$ cat src/rtl/signed_seg_scanner_pkg.sv
// Shared definitions for the signed 7-segment scanner: active-low segment
// patterns, the digit encoder and the conversion FSM state type.
package seg_pkg;

   localparam logic [6:0] SEG_0     = 7'b1000000;
   localparam logic [6:0] SEG_1     = 7'b1111001;
   localparam logic [6:0] SEG_2     = 7'b0100100;
   localparam logic [6:0] SEG_3     = 7'b0110000;
   localparam logic [6:0] SEG_4     = 7'b0011001;
   localparam logic [6:0] SEG_5     = 7'b0010010;
   localparam logic [6:0] SEG_6     = 7'b0000010;
   localparam logic [6:0] SEG_7     = 7'b1111000;
   localparam logic [6:0] SEG_8     = 7'b0000000;
   localparam logic [6:0] SEG_9     = 7'b0011000;
   localparam logic [6:0] SEG_BLANK = 7'b1111111;
   localparam logic [6:0] SEG_MINUS = 7'b0111111;

   typedef enum logic {S_IDLE, S_CONV} state_t;

   // Codes above 9 cannot come out of a valid BCD digit, so they show blank.
   function automatic logic [6:0] seg_encode(input logic [3:0] code);
      logic [6:0] pattern;
      pattern = SEG_BLANK;
      case (code)
         4'd0: pattern = SEG_0;
         4'd1: pattern = SEG_1;
         4'd2: pattern = SEG_2;
         4'd3: pattern = SEG_3;
         4'd4: pattern = SEG_4;
         4'd5: pattern = SEG_5;
         4'd6: pattern = SEG_6;
         4'd7: pattern = SEG_7;
         4'd8: pattern = SEG_8;
         4'd9: pattern = SEG_9;
         default: pattern = SEG_BLANK;
      endcase
      return pattern;
   endfunction

endpackage

$ cat src/rtl/signed_seg_scanner_if.sv
// Load/status/display bundle between the ALU side and the scanner.
interface signed_seg_scanner_if;

   logic signed [9:0] value;
   logic              load;
   logic              busy;
   logic [6:0]        seg;
   logic [3:0]        an;

   modport master (output value, load, input busy, seg, an);
   modport slave  (input value, load, output busy, seg, an);

endinterface

$ cat src/rtl/signed_seg_scanner_bcd_core.sv
// Iterative double-dabble: converts a 10-bit magnitude to three BCD digits,
// one add-3/shift step per clock, ten steps after start.
module bcd_serial_core (
   input  logic       clk,
   input  logic       rst,
   input  logic       start,
   input  logic [9:0] mag,
   output logic       done,
   output logic [3:0] hund,
   output logic [3:0] tens,
   output logic [3:0] ones
);

   logic       active_q, active_d;
   logic [3:0] cnt_q, cnt_d;
   logic [9:0] shift_q, shift_d;
   logic [3:0] hund_q, hund_d;
   logic [3:0] tens_q, tens_d;
   logic [3:0] ones_q, ones_d;

   function automatic logic [3:0] add3(input logic [3:0] n);
      return (n >= 4'd5) ? n + 4'd3 : n;
   endfunction

   always_comb begin
      active_d = active_q;
      cnt_d    = cnt_q;
      shift_d  = shift_q;
      hund_d   = hund_q;
      tens_d   = tens_q;
      ones_d   = ones_q;
      done     = 1'b0;
      if (start) begin
         active_d = 1'b1;
         cnt_d    = 4'd9;
         shift_d  = mag;
         hund_d   = 4'd0;
         tens_d   = 4'd0;
         ones_d   = 4'd0;
      end else if (active_q) begin
         {hund_d, tens_d, ones_d, shift_d} =
            {add3(hund_q), add3(tens_q), add3(ones_q), shift_q} << 1;
         cnt_d = cnt_q - 4'd1;
         if (cnt_q == 4'd0) begin
            active_d = 1'b0;
            done     = 1'b1;
         end
      end
   end

   // Digits are exposed as this cycle's step result so the parent can commit
   // them on the very edge that performs the final step.
   assign hund = hund_d;
   assign tens = tens_d;
   assign ones = ones_d;

   always_ff @(posedge clk or posedge rst) begin
      if (rst) begin
         active_q <= 1'b0;
         cnt_q    <= 4'd0;
         shift_q  <= 10'd0;
         hund_q   <= 4'd0;
         tens_q   <= 4'd0;
         ones_q   <= 4'd0;
      end else begin
         active_q <= active_d;
         cnt_q    <= cnt_d;
         shift_q  <= shift_d;
         hund_q   <= hund_d;
         tens_q   <= tens_d;
         ones_q   <= ones_d;
      end
   end

endmodule

$ cat src/rtl/signed_seg_scanner.sv
// Captures a signed ALU result, converts its magnitude to BCD serially and
// scans sign/hundreds/tens/ones onto one shared active-low segment bus.
module signed_seg_scanner
   import seg_pkg::*;
#(
   parameter int REFRESH_DIV = 50000,
   parameter bit BLANK_LEAD  = 1'b1
) (
   input  logic                 clk,
   input  logic                 rst,
   signed_seg_scanner_if.slave  bus
);

   localparam int                PRESC_W   = $clog2(REFRESH_DIV);
   localparam logic [PRESC_W-1:0] PRESC_MAX = PRESC_W'(REFRESH_DIV - 1);

   state_t               state_q, state_d;
   logic                 busy_q, busy_d;
   logic                 sign_q, sign_d;
   logic                 disp_sign_q, disp_sign_d;
   logic [3:0]           disp_hund_q, disp_hund_d;
   logic [3:0]           disp_tens_q, disp_tens_d;
   logic [3:0]           disp_ones_q, disp_ones_d;
   logic [PRESC_W-1:0]   presc_q, presc_d;
   logic [1:0]           idx_q, idx_d;
   logic [6:0]           seg_q, seg_d;
   logic [3:0]           an_q, an_d;

   logic [9:0]           value_u;
   logic [9:0]           mag;
   logic                 start;
   logic                 core_done;
   logic [3:0]           core_hund, core_tens, core_ones;
   logic                 hund_blank, tens_blank;

   // -512 negates to itself in 10 bits, which read unsigned is exactly 512.
   assign value_u = bus.value;
   assign mag     = value_u[9] ? (~value_u + 10'd1) : value_u;
   assign start   = (state_q == S_IDLE) && bus.load;

   bcd_serial_core u_core (
      .clk   (clk),
      .rst   (rst),
      .start (start),
      .mag   (mag),
      .done  (core_done),
      .hund  (core_hund),
      .tens  (core_tens),
      .ones  (core_ones)
   );

   always_comb begin
      state_d     = state_q;
      busy_d      = busy_q;
      sign_d      = sign_q;
      disp_sign_d = disp_sign_q;
      disp_hund_d = disp_hund_q;
      disp_tens_d = disp_tens_q;
      disp_ones_d = disp_ones_q;
      presc_d     = presc_q + PRESC_W'(1);
      idx_d       = idx_q;
      seg_d       = SEG_BLANK;

      case (state_q)
         S_IDLE: begin
            if (bus.load) begin
               sign_d  = value_u[9];
               busy_d  = 1'b1;
               state_d = S_CONV;
            end
         end
         S_CONV: begin
            if (core_done) begin
               disp_sign_d = sign_q;
               disp_hund_d = core_hund;
               disp_tens_d = core_tens;
               disp_ones_d = core_ones;
               busy_d      = 1'b0;
               state_d     = S_IDLE;
            end
         end
         default: state_d = S_IDLE;
      endcase

      if (presc_q == PRESC_MAX) begin
         presc_d = '0;
         idx_d   = idx_q + 2'd1;
      end

      hund_blank = BLANK_LEAD && (disp_hund_q == 4'd0);
      tens_blank = hund_blank && (disp_tens_q == 4'd0);

      case (idx_q)
         2'd0: seg_d = seg_encode(disp_ones_q);
         2'd1: seg_d = tens_blank ? SEG_BLANK : seg_encode(disp_tens_q);
         2'd2: seg_d = hund_blank ? SEG_BLANK : seg_encode(disp_hund_q);
         2'd3: seg_d = disp_sign_q ? SEG_MINUS : SEG_BLANK;
         default: seg_d = SEG_BLANK;
      endcase
      an_d = ~(4'b0001 << idx_q);
   end

   always_ff @(posedge clk or posedge rst) begin
      if (rst) begin
         state_q     <= S_IDLE;
         busy_q      <= 1'b0;
         sign_q      <= 1'b0;
         disp_sign_q <= 1'b0;
         disp_hund_q <= 4'd0;
         disp_tens_q <= 4'd0;
         disp_ones_q <= 4'd0;
         presc_q     <= '0;
         idx_q       <= 2'd0;
         seg_q       <= SEG_0;
         an_q        <= 4'b1110;
      end else begin
         state_q     <= state_d;
         busy_q      <= busy_d;
         sign_q      <= sign_d;
         disp_sign_q <= disp_sign_d;
         disp_hund_q <= disp_hund_d;
         disp_tens_q <= disp_tens_d;
         disp_ones_q <= disp_ones_d;
         presc_q     <= presc_d;
         idx_q       <= idx_d;
         seg_q       <= seg_d;
         an_q        <= an_d;
      end
   end

   assign bus.busy = busy_q;
   assign bus.seg  = seg_q;
   assign bus.an   = an_q;

endmodule
$ cat src/flat_wrapper.sv
// flat-port wrapper written by rule: the top's interface ports become plain ports
module signed_seg_scanner_flat import seg_pkg::*;
#(
   parameter int REFRESH_DIV = 50000,
   parameter bit BLANK_LEAD  = 1'b1
)
  (clk, rst, bus_value, bus_load, bus_busy, bus_seg, bus_an);
  signed_seg_scanner_if bus_i ();
  input  logic clk;
  input  logic rst;
  input wire logic [$bits(bus_i.value)-1:0] bus_value;
  input wire logic [$bits(bus_i.load)-1:0] bus_load;
  output wire logic [$bits(bus_i.busy)-1:0] bus_busy;
  output wire logic [$bits(bus_i.seg)-1:0] bus_seg;
  output wire logic [$bits(bus_i.an)-1:0] bus_an;
  assign bus_i.value = bus_value;
  assign bus_i.load = bus_load;
  assign bus_busy = bus_i.busy;
  assign bus_seg = bus_i.seg;
  assign bus_an = bus_i.an;
  signed_seg_scanner #(.REFRESH_DIV(REFRESH_DIV), .BLANK_LEAD(BLANK_LEAD)) u_core (.clk(clk), .rst(rst), .bus(bus_i));
endmodule
$ cat config.mk
export PLATFORM = sky130hd
export DESIGN_NAME = signed_seg_scanner_flat
export DESIGN_NICKNAME = d
export VERILOG_FILES = /design/src/rtl/signed_seg_scanner_pkg.sv /design/src/rtl/signed_seg_scanner_if.sv /design/src/rtl/signed_seg_scanner_bcd_core.sv /design/src/rtl/signed_seg_scanner.sv /design/src/flat_wrapper.sv
export SDC_FILE = /design/constraint.sdc
export NUM_CORES = 1
export LEC_CHECK = 0
export ABC_AREA = 1
export CAP_MARGIN = 20
export CELL_PAD_IN_SITES_DETAIL_PLACEMENT = 0
export CELL_PAD_IN_SITES_GLOBAL_PLACEMENT = 1
export CORE_AREA = 2 2 102 104
export CTS_CLUSTER_DIAMETER = 80
export DETAILED_ROUTE_END_ITERATION = 10
export DIE_AREA = 0 0 104 106
export PLACE_DENSITY_LB_ADDON = 0.1
export SLEW_MARGIN = 10
export SYNTH_ARGS = -nofsm -noshare
export SYNTH_HDL_FRONTEND = slang
export SYNTH_SLANG_ARGS = --single-unit
$ cat constraint.sdc
create_clock -name clk -period 3.1 [get_ports clk]
set_input_delay 0.93 -clock clk [delete_from_list [all_inputs] [get_ports clk]]
set_output_delay 0.93 -clock clk [all_outputs]
set_load 0.01 [all_outputs]
==> qor_table.md <==
| Metric | Reported | Unit |
|---|---|---|
| TritonRoute pass-1 iters | 5 | - |
| EDFF count, synth | 0 | - |
| Post CTS Setup Buffer Count | 0 | - |
| TritonCTS Sinks | 72 | - |
| Wire length of the first global-routing pass | 16.1 | mm |
| Crit path capture type | primary output | - |
| Cts repair resizes | 0 | - |
| Hold Buf Count CTS | 0 | - |
| Gp weighted congestion | 0.816 | - |
| Max-cap violation count | 0 | - |
| Portion of the post-synthesis area used by sequential elements | 0.417 | - |
| Post-synth top flop | sky130_fd_sc_hd__dfrtp_1 | - |
| Stage delay of the slowest cell on the critical path | 0.52 | ns |
| Layout Nets | 642 | - |
| I/O pin count | 25 | - |
| Maximum clock rate | 0.431 | GHz |
| Clock insertion delay at the later pin of the skew report | 0.35 | ns |
| Clk network pwr share | 0.212 | - |
| Die outline height | 106 | µm |
| R2R cell count | 6 | - |
| Worst path cell trace | clkdlybuf4s50_1 | - |
| Count of inserted antenna diode cells | 0 | - |
| Area growth, synth to finish | 13.7 | % |
| Required time of the worst setup path | 2.17 | ns |
| Most common cell after layout, fill and taps aside | sky130_fd_sc_hd__nand2_1 | - |
| Post-synth cell types | 36 | - |
| Unrepaired setup endpoints after global routing | no | - |
| Count of endpoints failing setup in the final report | 0 | - |
| Vias per Instance | 4.71 | - |
| Max Clock Skew | 0.00848 | ns |
| Classification of the worst setup path | reg -> out | - |
| Initial DRC count | 128 | - |
| Wire length per cell after detailed routing | 12.1 | µm |
| Power per standard cell area | 821 | mW/mm² |
| Int Pwr | 0.00236 | W |
| Final Slew Violations | 0 | - |
| Setup TNS | 0 | ns |
| Post-route DRC | 0 | - |
| Via Count | 3490 | - |
| Grt ovf | 0 | - |
| Starting Density | 0.433 | - |
| Detailed placer's ending HPWL | 6.44 | mm |
| Cell count after placement | 725 | - |
| Static Leak | 2.46 | nW |
| Setup WS post-layout | 0.777 | ns |
| Yosys warns | 0 | - |
| Maximum number of pins on one net before global-route repair | 55 | - |
| Setup slack of the most critical reg-to-reg path | 1.42 | ns |
| Initial antenna violation count | 0 | - |
| Startpoint of the lowest-slack register-to-register path | u_core.presc_q[0] | - |
| Number of rows created at floorplan | 37 | - |
| Core area | 0.0100 | mm² |
| Synthesized cell area | 0.00433 | mm² |
| Post-detailed-routing wire length | 8.99 | mm |
| Classification of the worst-slack hold path | reg -> reg | - |
| Maximum fanout along the worst path | 1 | - |
| Average footprint of a synthesized cell | 7.56 | µm² |
| Worst slew margin relative to its limit | 0.628 | - |
| Result of the run | complete, no violations | - |
| Gate family responsible for the most delay along the worst path | flip-flops | - |
| Number of nets produced by synthesis | 615 | - |
| Number of storage elements in the synthesis netlist | 72 | - |
| Share of cells above drive strength 1 | 0.0711 | - |
| Number of filler instances in the final layout | 1027 | - |
| Period minus WS final | 2.32 | ns |
| Antenna viol nets, final | 0 | - |
| IR drop worst, VDD | 0.000354 | V |
| Pin slew with the least headroom to its limit | 0.555 | ns |
| IO buf count | 24 | - |
| Worst Path Buf+Inv | 1 | - |
| DIE AREA | 0.0110 | mm² |
| Async set-reset flop share out of synthesis | 1.00 | - |
| Min-Delay Startpoint | u_core.presc_q[0] | - |
| TritonCTS clock tree | built | - |
| Fraction of the cycle the final worst path needs | 0.749 | - |
| GR Util met2 | 0.296 | - |
| CP Data Arrival Time | 1.39 | ns |
| Switching portion of total power | 0.418 | - |
| Routing usage on met1 | 0.240 | - |
| Most used routing layer in global routing | met2 | - |
| Count of mapped cells out of synthesis | 573 | - |
| Clock slew at reported path FFs | 0.09 | ns |
| Worst Setup Start Kind | flip-flop | - |
| Met3 track demand over resource | 0.0239 | - |
| Cell at the slowest stage of the critical path | sky130_fd_sc_hd__dfstp_2 | - |
| Worst hold path endpoint | u_core.presc_q[0] | - |
| Number of hold-slack violations in the final timing report | 0 | - |
| Vias in the first global route | 3548 | - |
| Logic gate share of total power | 0.425 | - |
| Largest buffer count on any clock path | 2 | - |
| Sequential group share of total power | 0.362 | - |
| Post-layout instance count excluding filler cells | 741 | - |
| Leading cell types in the layout, fill and taps excluded | 143 x sky130_fd_sc_hd__nand2_1, 78 x sky130_fd_sc_hd__inv_1, 76 x sky130_fd_sc_hd__nor2_1 | - |
| Floorplan die width | 104 | µm |
| Number of clock buffers inserted by TritonCTS | 9 | - |
| Aggregate global-route resource usage | 0.178 | - |
| Switching power summed over all nets | 0.00169 | W |
| CP startpoint | u_core.bus.an[2] | - |
| Capture instance of the worst register-to-register path | u_core.idx_q[0] | - |
| Max H-tree Level | 3 | - |
| Root cell of the clock tree | sky130_fd_sc_hd__clkbuf_8 | - |
| Placement-stage worst setup slack | 0.721 | ns |
| Worst Hold Depth | 1 | - |
-- cells by family after synthesis --
| logic type | Yosys count | share of synthesized area |
|---|---|---|
| AOI/OAI and AO/OA | 91 | 0.111 |
| xor gates and xnor gates | 13 | 0.0263 |
| and+or+nand+nor | 273 | 0.270 |
| DFF | 72 | 0.417 |
| buffers and inverters | 95 | 0.0919 |
| adders and majority gates | 29 | 0.0838 |
-- Yosys cell counts (2+ instances only) --
| master | instances | area, µm² |
|---|---|---|
| sky130_fd_sc_hd__nand3b_1 | 2 | 15.0 |
| sky130_fd_sc_hd__nor2_1 | 76 | 285 |
| sky130_fd_sc_hd__nor2_2 | 3 | 18.8 |
| sky130_fd_sc_hd__buf_2 | 7 | 35.0 |
| sky130_fd_sc_hd__o21ai_1 | 5 | 25.0 |
| sky130_fd_sc_hd__a21oi_1 | 28 | 140 |
| sky130_fd_sc_hd__nor3_2 | 2 | 20.0 |
| sky130_fd_sc_hd__nor3_4 | 2 | 32.5 |
| sky130_fd_sc_hd__xor2_1 | 11 | 96.3 |
| sky130_fd_sc_hd__nand2_1 | 143 | 537 |
| sky130_fd_sc_hd__buf_4 | 2 | 15.0 |
| sky130_fd_sc_hd__and2_1 | 2 | 12.5 |
| sky130_fd_sc_hd__a21boi_0 | 2 | 15.0 |
| sky130_fd_sc_hd__nor2_4 | 2 | 22.5 |
| sky130_fd_sc_hd__dfrtp_1 | 68 | 1700 |
| sky130_fd_sc_hd__inv_2 | 2 | 7.51 |
| sky130_fd_sc_hd__o211ai_1 | 2 | 15.0 |
| sky130_fd_sc_hd__o21ai_0 | 46 | 230 |
| sky130_fd_sc_hd__nand3_1 | 29 | 145 |
| sky130_fd_sc_hd__buf_6 | 3 | 33.8 |
| sky130_fd_sc_hd__a31oi_1 | 5 | 31.3 |
| sky130_fd_sc_hd__nand4_1 | 2 | 12.5 |
| sky130_fd_sc_hd__dfstp_2 | 4 | 105 |
| sky130_fd_sc_hd__nor3_1 | 4 | 20.0 |
| sky130_fd_sc_hd__ha_1 | 29 | 363 |
| sky130_fd_sc_hd__xnor2_1 | 2 | 17.5 |
| sky130_fd_sc_hd__inv_1 | 79 | 297 |
| sky130_fd_sc_hd__or2_2 | 3 | 18.8 |
-- routing by layer --
metal	vias to the layer above	wire length [µm]
met5	-	0
met4	0	132
met3	11	149
met2	36	4180
met1	1592	4520
li1	1851	-
-- cell type report --
cell class / instances / area, µm² / area share
repair buffers: 28 / 283 / 0.0574
multi-input cells: 406 / 2130 / 0.432
flip-flops and latches: 72 / 1810 / 0.367
well taps: 136 / 170 / 0.0345
inverters: 83 / 314 / 0.0637
clock buffers: 9 / 124 / 0.0251
clock inverters: 7 / 103 / 0.0208
-- stage by stage --
step	total power, W	hold WS, ns	area, µm²	util
floorplan	0.00274	0.430	4330	-
global placement	0.00318	0.455	4700	0.470
detailed placement	0.00321	0.455	4700	0.470
CTS	0.00409	0.477	4930	0.493
global route	0.00447	0.498	4930	0.493
finish	0.00404	0.479	4930	0.493
-- flip-flops by register name (all words and copies together) (netlist names) --
name,flops
u_core.state_q,1
u_core.idx_q,2
u_core.disp_sign_q,1
u_core.u_core.shift_q,10
u_core.u_core.tens_q,4
u_core.bus.an,4
u_core.sign_q,1
u_core.u_core.active_q,1
u_core.disp_hund_q,4
u_core.presc_q,16
u_core.u_core.cnt_q,4
u_core.disp_ones_q,4
u_core.u_core.ones_q,4
u_core.u_core.hund_q,4
u_core.bus.busy,1
u_core.disp_tens_q,4
u_core.bus.seg,7
-- power by group through the flow --
stage	combinational (W)	sequential, W	clock (W)
5_1_grt	0.00203	0.00151	0.000925
3_3_place_gp	0.00171	0.00148	0
6_report	0.00172	0.00146	0.000859
4_1_cts	0.00174	0.00146	0.000880
3_5_place_dp	0.00173	0.00148	0
2_1_floorplan	0.00129	0.00144	0
-- worst max path at each step --
stage,to,slack (ns),depth (start not counted)
5_1_grt,bus_an[2],0.73,1
2_1_floorplan,u_core.bus.an[0],0.35,1
6_report,bus_an[2],0.78,1
3_5_place_dp,u_core.u_core.shift_q[1],0.72,7
3_3_place_gp,u_core.u_core.shift_q[1],0.73,7
4_1_cts,bus_an[2],0.75,1
Power figures use the tool's default switching activity.
